--- src/rtl/muldiv_seq.sv ---
// M-extension execute unit: registers operands into the combinational low-product
// multiplier and runs a radix-2 restoring divider, returning a tagged result.
module mul_unit #(
  parameter int XLEN = 32
) (
  input  logic [XLEN-1:0] a,
  input  logic [XLEN-1:0] b,
  output logic [XLEN-1:0] p
);
  assign p = a * b;
endmodule

// state  | meaning
// IDLE   | waiting for an op, in_ready=1
// MUL    | one cycle: multiply, reserved op, or divide special case
// DIV    | 32 restoring iterations, one quotient bit per cycle
// DONE   | out_valid=1, result held until out_ready
module muldiv_seq #(
  parameter int XLEN  = 32,
  parameter int TAG_W = 5
) (
  input  logic             clk,
  input  logic             rst_n,
  input  logic             in_valid,
  output logic             in_ready,
  input  logic [2:0]       funct3,
  input  logic [XLEN-1:0]  rs1,
  input  logic [XLEN-1:0]  rs2,
  input  logic [TAG_W-1:0] tag_in,
  input  logic             flush,
  output logic             out_valid,
  input  logic             out_ready,
  output logic [XLEN-1:0]  result,
  output logic [TAG_W-1:0] tag_out,
  output logic             busy
);

  typedef enum logic [1:0] {S_IDLE, S_MUL, S_DIV, S_DONE} state_t;

  localparam logic [XLEN-1:0] ALL_ONES = {XLEN{1'b1}};
  localparam logic [XLEN-1:0] MIN_NEG  = {1'b1, {(XLEN-1){1'b0}}};

  state_t state, state_nx;

  logic [XLEN-1:0] op_a, op_b, quo, prod;
  logic [XLEN:0]   rem;
  logic [5:0]      cnt;
  logic [2:0]      fn;
  logic            neg_q, neg_r;

  logic            accept, is_div, sgn, div_zero, div_ovf, div_go;
  logic [XLEN-1:0] abs_a, abs_b, spec_val;
  logic [XLEN:0]   rem_sh, diff, rem_nx;
  logic [XLEN-1:0] quo_nx, q_fix, r_fix, div_res;
  logic            ge;

  assign in_ready  = rst_n && (state == S_IDLE);
  assign accept    = in_valid && in_ready && !flush;
  assign out_valid = (state == S_DONE);
  assign busy      = (state != S_IDLE);

  mul_unit #(.XLEN(XLEN)) u_mul (
    .a (op_a),
    .b (op_b),
    .p (prod)
  );

  // Divide special cases are resolved at accept and ride the one-cycle path.
  always_comb begin
    is_div   = funct3[2];
    sgn      = !funct3[0];
    div_zero = (rs2 == '0);
    div_ovf  = sgn && (rs1 == MIN_NEG) && (rs2 == ALL_ONES);
    div_go   = is_div && !div_zero && !div_ovf;
    abs_a    = (sgn && rs1[XLEN-1]) ? -rs1 : rs1;
    abs_b    = (sgn && rs2[XLEN-1]) ? -rs2 : rs2;
    if (div_zero)
      spec_val = funct3[1] ? rs1 : ALL_ONES;
    else
      spec_val = funct3[1] ? '0 : MIN_NEG;
  end

  // rem never exceeds the divisor, so rem[XLEN] stays 0; it only guards the compare.
  always_comb begin
    rem_sh  = {rem[XLEN-1:0], quo[XLEN-1]};
    diff    = rem_sh - {1'b0, op_b};
    ge      = rem[XLEN] | !diff[XLEN];
    rem_nx  = ge ? diff : rem_sh;
    quo_nx  = {quo[XLEN-2:0], ge};
    q_fix   = neg_q ? -quo_nx : quo_nx;
    r_fix   = neg_r ? -rem_nx[XLEN-1:0] : rem_nx[XLEN-1:0];
    div_res = fn[1] ? r_fix : q_fix;
  end

  always_comb begin
    state_nx = state;
    if (flush) begin
      state_nx = S_IDLE;
    end else begin
      case (state)
        S_IDLE: if (accept) state_nx = div_go ? S_DIV : S_MUL;
        S_MUL:  state_nx = S_DONE;
        S_DIV:  if (cnt == 6'd31) state_nx = S_DONE;
        S_DONE: if (out_ready) state_nx = S_IDLE;
        default: state_nx = S_IDLE;
      endcase
    end
  end

  always_ff @(posedge clk) begin
    if (!rst_n) state <= S_IDLE;
    else        state <= state_nx;
  end

  always_ff @(posedge clk) begin
    if (!rst_n) begin
      result  <= '0;
      tag_out <= '0;
      op_a    <= '0;
      op_b    <= '0;
      quo     <= '0;
      rem     <= '0;
      cnt     <= '0;
      fn      <= '0;
      neg_q   <= 1'b0;
      neg_r   <= 1'b0;
    end else if (flush) begin
      cnt <= '0;
    end else begin
      case (state)
        S_IDLE: begin
          if (accept) begin
            fn      <= funct3;
            tag_out <= tag_in;
            cnt     <= '0;
            rem     <= '0;
            neg_q   <= sgn && (rs1[XLEN-1] ^ rs2[XLEN-1]);
            neg_r   <= sgn && rs1[XLEN-1];
            if (div_go) begin
              op_a <= rs1;
              op_b <= abs_b;
              quo  <= abs_a;
            end else if (is_div) begin
              op_a <= spec_val;
            end else begin
              op_a <= rs1;
              op_b <= rs2;
            end
          end
        end
        S_MUL: begin
          if (fn == 3'b000)  result <= prod;
          else if (fn[2])    result <= op_a;
          else               result <= '0;
        end
        S_DIV: begin
          rem <= rem_nx;
          quo <= quo_nx;
          if (cnt == 6'd31) result <= div_res;
          else              cnt    <= cnt + 6'd1;
        end
        default: ;
      endcase
    end
  end

endmodule

--- config.mk ---
export PLATFORM = sky130hd
export DESIGN_NAME = muldiv_seq
export DESIGN_NICKNAME = d
export VERILOG_FILES = /design/src/rtl/muldiv_seq.sv
export SDC_FILE = /design/constraint.sdc
export NUM_CORES = 2
export LEC_CHECK = 0
export ABC_AREA = 0
export BUFFER_PORTS_ARGS = -buffer_cell sky130_fd_sc_hd__buf_2
export CAP_MARGIN = 20
export CORE_ASPECT_RATIO = 0.75
export CORE_MARGIN = 4
export CORE_UTILIZATION = 45
export DETAILED_ROUTE_END_ITERATION = 12
export MAX_ROUTING_LAYER = met4
export PLACE_DENSITY = 0.64
export SYNTH_ARGS = -nofsm -noshare
export SYNTH_HDL_FRONTEND = slang
export SYNTH_HIERARCHICAL = 1
export SYNTH_SLANG_ARGS = --single-unit
--- constraint.sdc ---
create_clock -name clk -period 12 [get_ports clk]
set_clock_uncertainty 0.15 [all_clocks]
set_input_delay 1.2 -clock clk [delete_from_list [all_inputs] [get_ports clk]]
set_output_delay 1.2 -clock clk [all_outputs]
set_load 0.1 [all_outputs]
# == After elaboration in Yosys (flattened, before gate mapping) ==
# Cells that the tools add are included.
# classes
n_addsub,6
bitwise,4
multipliers,1
muxes,30
n_reduce_logical,29
eq_ne,12
# op_table
operator,count
2-to-1 mux 32 bit,17
negation 32 bit,4
case mux 32 bit (2 select lines),2
2-to-1 mux 33 bit,2
case mux 33 bit (2 select lines),1
== test 32 bit (second input constant),2
subtractor 33 x 32 -> 33 bit,1
zero test 32 bit,1
multiplier 32 x 32 -> 32 bit,1
AND reduction 3 bit,5
2-to-1 mux 6 bit,2
case mux 6 bit (2 select lines),1
logical AND 1 bit,10
2-to-1 mux 2 bit,4
!= test 2 bit (second input constant),4
case mux 2 bit (4 select lines),1
AND reduction 4 bit,2
adder 6 x 1 -> 6 bit (second input constant),1
== test 6 x 5 -> 1 bit (second input constant),1
nonzero test 2 bit,3
zero test 1 bit,5
== test 2 bit (second input constant),2
!= test 2 x 1 -> 1 bit (second input constant),2
zero test 3 bit,1
other kinds (6),7
# totals
register_bits,179
elab_cells,93
output_inout_bits,40
in_bits,77

# == Logic depth before layout (Yosys ltp) ==
# logic_depth
depth_word,9
ltp_mapped,33

# == Cells and area by module ==
# Netlist, hierarchy kept.
# modules_own_cells
mod,area_each_um2,cells_per_inst,n_inst
mul_unit,15930.3,1761,1
muldiv_seq,13376.6,1837,1

# == Least setup slack after synthesis ==
# OpenSTA, ideal clock, no wires.
# synth_timing
kind,reg-to-reg
start,reg op_b[12]
end,reg result[30]
setup_ns,0.124
stages_incl_launch_ff,29
synth_period_minus_slack_ns,7.459
slack_ns,4.541
t_arrival_ns,7.185
path_cell_list,dfxtp_1 -> clkbuf_1 -> clkbuf_1 -> and2_1 -> fa_1 -> fa_1 -> fa_1 -> inv_1 -> fa_1 -> inv_1 -> fa_1 -> ha_1 -> fa_1 -> inv_1 -> fa_1 -> inv_1 -> ha_1 -> inv_1 -> o21ai_0 -> a2111oi_0 -> o31ai_1 -> a31oi_1 -> o21a_1 -> o21ai_1 -> xor2_1 -> a22oi_1 -> o21ai_0 -> a221oi_1 -> a21oi_1
# synth_via
elab_cells_between_ends,13
classes_between,add/sub (3); mul (1); mux (7); bitwise (1); reduce/logical (1)
# synth_lines
element,line_no,text
"start, declared",45,"logic [XLEN-1:0] op_a, op_b, quo, prod;"
"start signal, assigned",141,op_b <= abs_b;
"start signal, assigned",147,op_b <= rs2;
multiplier 32 x 32 -> 32 bit,10,assign p = a * b;
via prod[30],45,
2-to-1 mux 32 bit,152,if (fn == 3'b000) result <= prod;
case mux 32 bit (2 select lines),130,case (state)
"end signal, assigned",152,
"end signal, assigned",153,else if (fn[2]) result <= op_a;
"end signal, assigned",159,if (cnt == 6'd31) result <= div_res;
"end, declared",33,"output logic [XLEN-1:0] result,"
# The timed path passes the listed nets, and every way through them passes these cells. The select of a mux whose other input is x is not followed.
# A chain may end at the register's enable or synchronous reset.

# == Worst setup path in the final report ==
# layout_timing
start,reg op_b[7]
end,reg result[30]
# Same word-level chain as after synthesis.

==> impl_metrics.ini <==
[run_status]
outcome = complete, no violations

[drt]
drc_errors = 0
wl_per_cell_um = 22.1
routed_via_density = 5.76
wirelength_um = 98800
vias = 25800
drt_iter0_drc = 2894
drt-pass1-iter-count = 6
antenna_left = 0

[grt]
overflow = 0
grt_pass1_wl_um = 152000
grt_pass1_vias = 24600
track_usage = 0.294
antenna_found_initial = 6
grt_max_degree = 85

[critical_path]
r2r_setup_slack_ns = 3.48
arrival_ns = 8.71
setup.worst_path.start_class = register
crit_fanout = 27
r2r_start = op_b[7]
crit_required_ns = 12.19
endpoint_kind = register
path_class = register to register
critPathLaunch = op_b[7]

[timing]
timing.final.crit_share = 0.710
rsz0062_at_grt = false
timing.final.max_slew_violations = 0
worst_pin_slew_ns = 1.13
tns_ns = 0
final-setup-viol-count = 0
holdWs_ns = 0.291
fmax_ghz = 0.117
slew_headroom = 0.247
period_needed_ns = 8.52
hold_viol = 0

[synthesis]
synth-seq-cells = 179
yosysUniqueCellTypes = 99
avgSynthCellArea_um2 = 8.15
synthTopCellsByArea = fa_1, dfxtp_1, and2_1
ys_seq_area_frac = 0.122
syn_inst = 3598
ys.flop_type = dfxtp_1
async_reset_ff_frac = 0
synth_edf_count = 0
synth_top_area_frac = 0.279
synth.net_count = 4248
yosysWarnings = 6
yosys.area.top_type = fa_1
syn_area_um2 = 29300

[power_and_ir_drop]
power.density_nw_per_um2 = 75.8
max-vdd-ir-drop_mv = 0.104
power_leakage_nw = 13.6

[cells_and_area]
regArea_um2 = 3580
final_area_um2 = 31300
final_cell_mix = inv_1, fa_1, and2_1, nor2_1, nand2_1
finalNetCount = 4248
final_layout_size_suffix_gt1_frac = 0.0759
n_fill_cell = 6353
mostFrequentLayoutCell = inv_1
syn_to_final_growth_pct = 6.88
stdcell_count = 4477
postLayoutCoreUtil = 0.489
multi_input_area_um2 = 23200

[clock_tree]
postCtsHoldBufs = 0
clk_pin_slew_ns = 0.09
h-tree-depth = 4
cts_sinks = 179
cts.path.max_buffers = 2
cts_root_buffer = clkbuf_16
postCtsSetupBuffers = 0
cts_tree = done
cts_resized = 0
cts_buffers = 17
clock_latency_ns = 0.47

[floorplanning]
rows = 80
dieArea_um2 = 69300
ioPinCount = 117
die_w_um = 303
start_util = 0.457
die_y_um = 229
core_area_um2 = 64100

[flow_run]
maxCapViolCount = 0

[placement]
port_buffers = 116
placed_cell_area_um2 = 30700
dp_hpwl_um = 75400
dp.cells = 4438
place_congestion = 0.974

[min_path]
holdCritStartpoint = result[18]
hold_path_class = register to register
power breakdown:
| group | internal [mW] | switching (mW) |
|---|---|---|
| Combinational | 0.375 | 0.724 |
| Clock | 0.287 | 0.313 |
| Sequential | 0.616 | 0.0586 |
| Total | 1.28 | 1.10 |
logic make-up (layout without fill, tap and decap cells):
kind of cell,Yosys count,count (layout),synth area share
buffers and inverters,673,686,0.0882
adder cells (fa/ha/maj),573,573,0.349
other,0,5,0
multiplexers,41,41,0.0143
AO/OA/AOI/OAI,640,640,0.145
flip-flops,179,179,0.122
XOR/XNOR,201,201,0.0601
AND/OR/NAND/NOR,1291,1291,0.221
final timing paths:
check,to,cells past startpoint
worst max-delay path,result[30],26
worst min-delay path,result[18],2
worst max register to register,result[30],26
worst min register to register,result[18],2
per-stage QoR:
step,setup slack (ns),power [mW]
floorplan,4.54,1.40
global placement,3.65,1.75
detailed placement,3.60,1.76
CTS,3.58,2.35
global route,3.03,2.49
finish,3.48,2.37
cells in the mapped netlist, types with 49 or more instances:
cell / number
xor2_1: 88
nand2_1: 328
nor2_1: 334
xnor2_1: 113
a21oi_1: 221
inv_1: 477
and2_1: 375
nor3_1: 49
dfxtp_1: 179
ha_1: 164
o21ai_0: 103
a211oi_1: 61
fa_1: 409
clkbuf_1: 164
state kept, by name, summed over array words and instances, names as in the netlist:
signal,cells
tag_out,5
quo,32
rem,33
state,2
op_a,32
neg_q,1
neg_r,1
cnt,6
op_b,32
fn,3
result,32
critical path: stages (launching register included):
cell and delay [ns]:
dfxtp_1 1.02, and2_1 0.28, fa_1 0.42, fa_1 0.49, fa_1 0.52, inv_1 0.06, fa_1 0.53, inv_1 0.06
fa_1 0.45, ha_1 0.32, fa_1 0.53, inv_1 0.05, fa_1 0.53, inv_1 0.04, ha_1 0.37, inv_1 0.10
o21ai_0 0.12, a2111oi_0 0.76, o31ai_1 0.13, a31oi_1 0.37, o21a_1 0.23, o21ai_1 0.09, xor2_1 0.14, a22oi_1 0.17
o21ai_0 0.10, a221oi_1 0.24, a21oi_1 0.10
cell type report:
type | count | area share
diodes | 5 | 0.000399
clock buffers | 17 | 0.0136
clock inverters | 15 | 0.00611
inverters | 480 | 0.0576
multi-input cells | 2746 | 0.740
flip-flops and latches | 179 | 0.114
well taps | 861 | 0.0344
repair buffers | 174 | 0.0332
routing by layer:
metal / GRT usage / part of all wire / routed length, um
met5: - / 0 / 0
met3: 0.0666 / 0.11 / 10900
met4: 0.0588 / 0.023 / 2270
met2: 0.402 / 0.41 / 40600
met1: 0.442 / 0.46 / 45000
(Power assumes the default switching activity.)
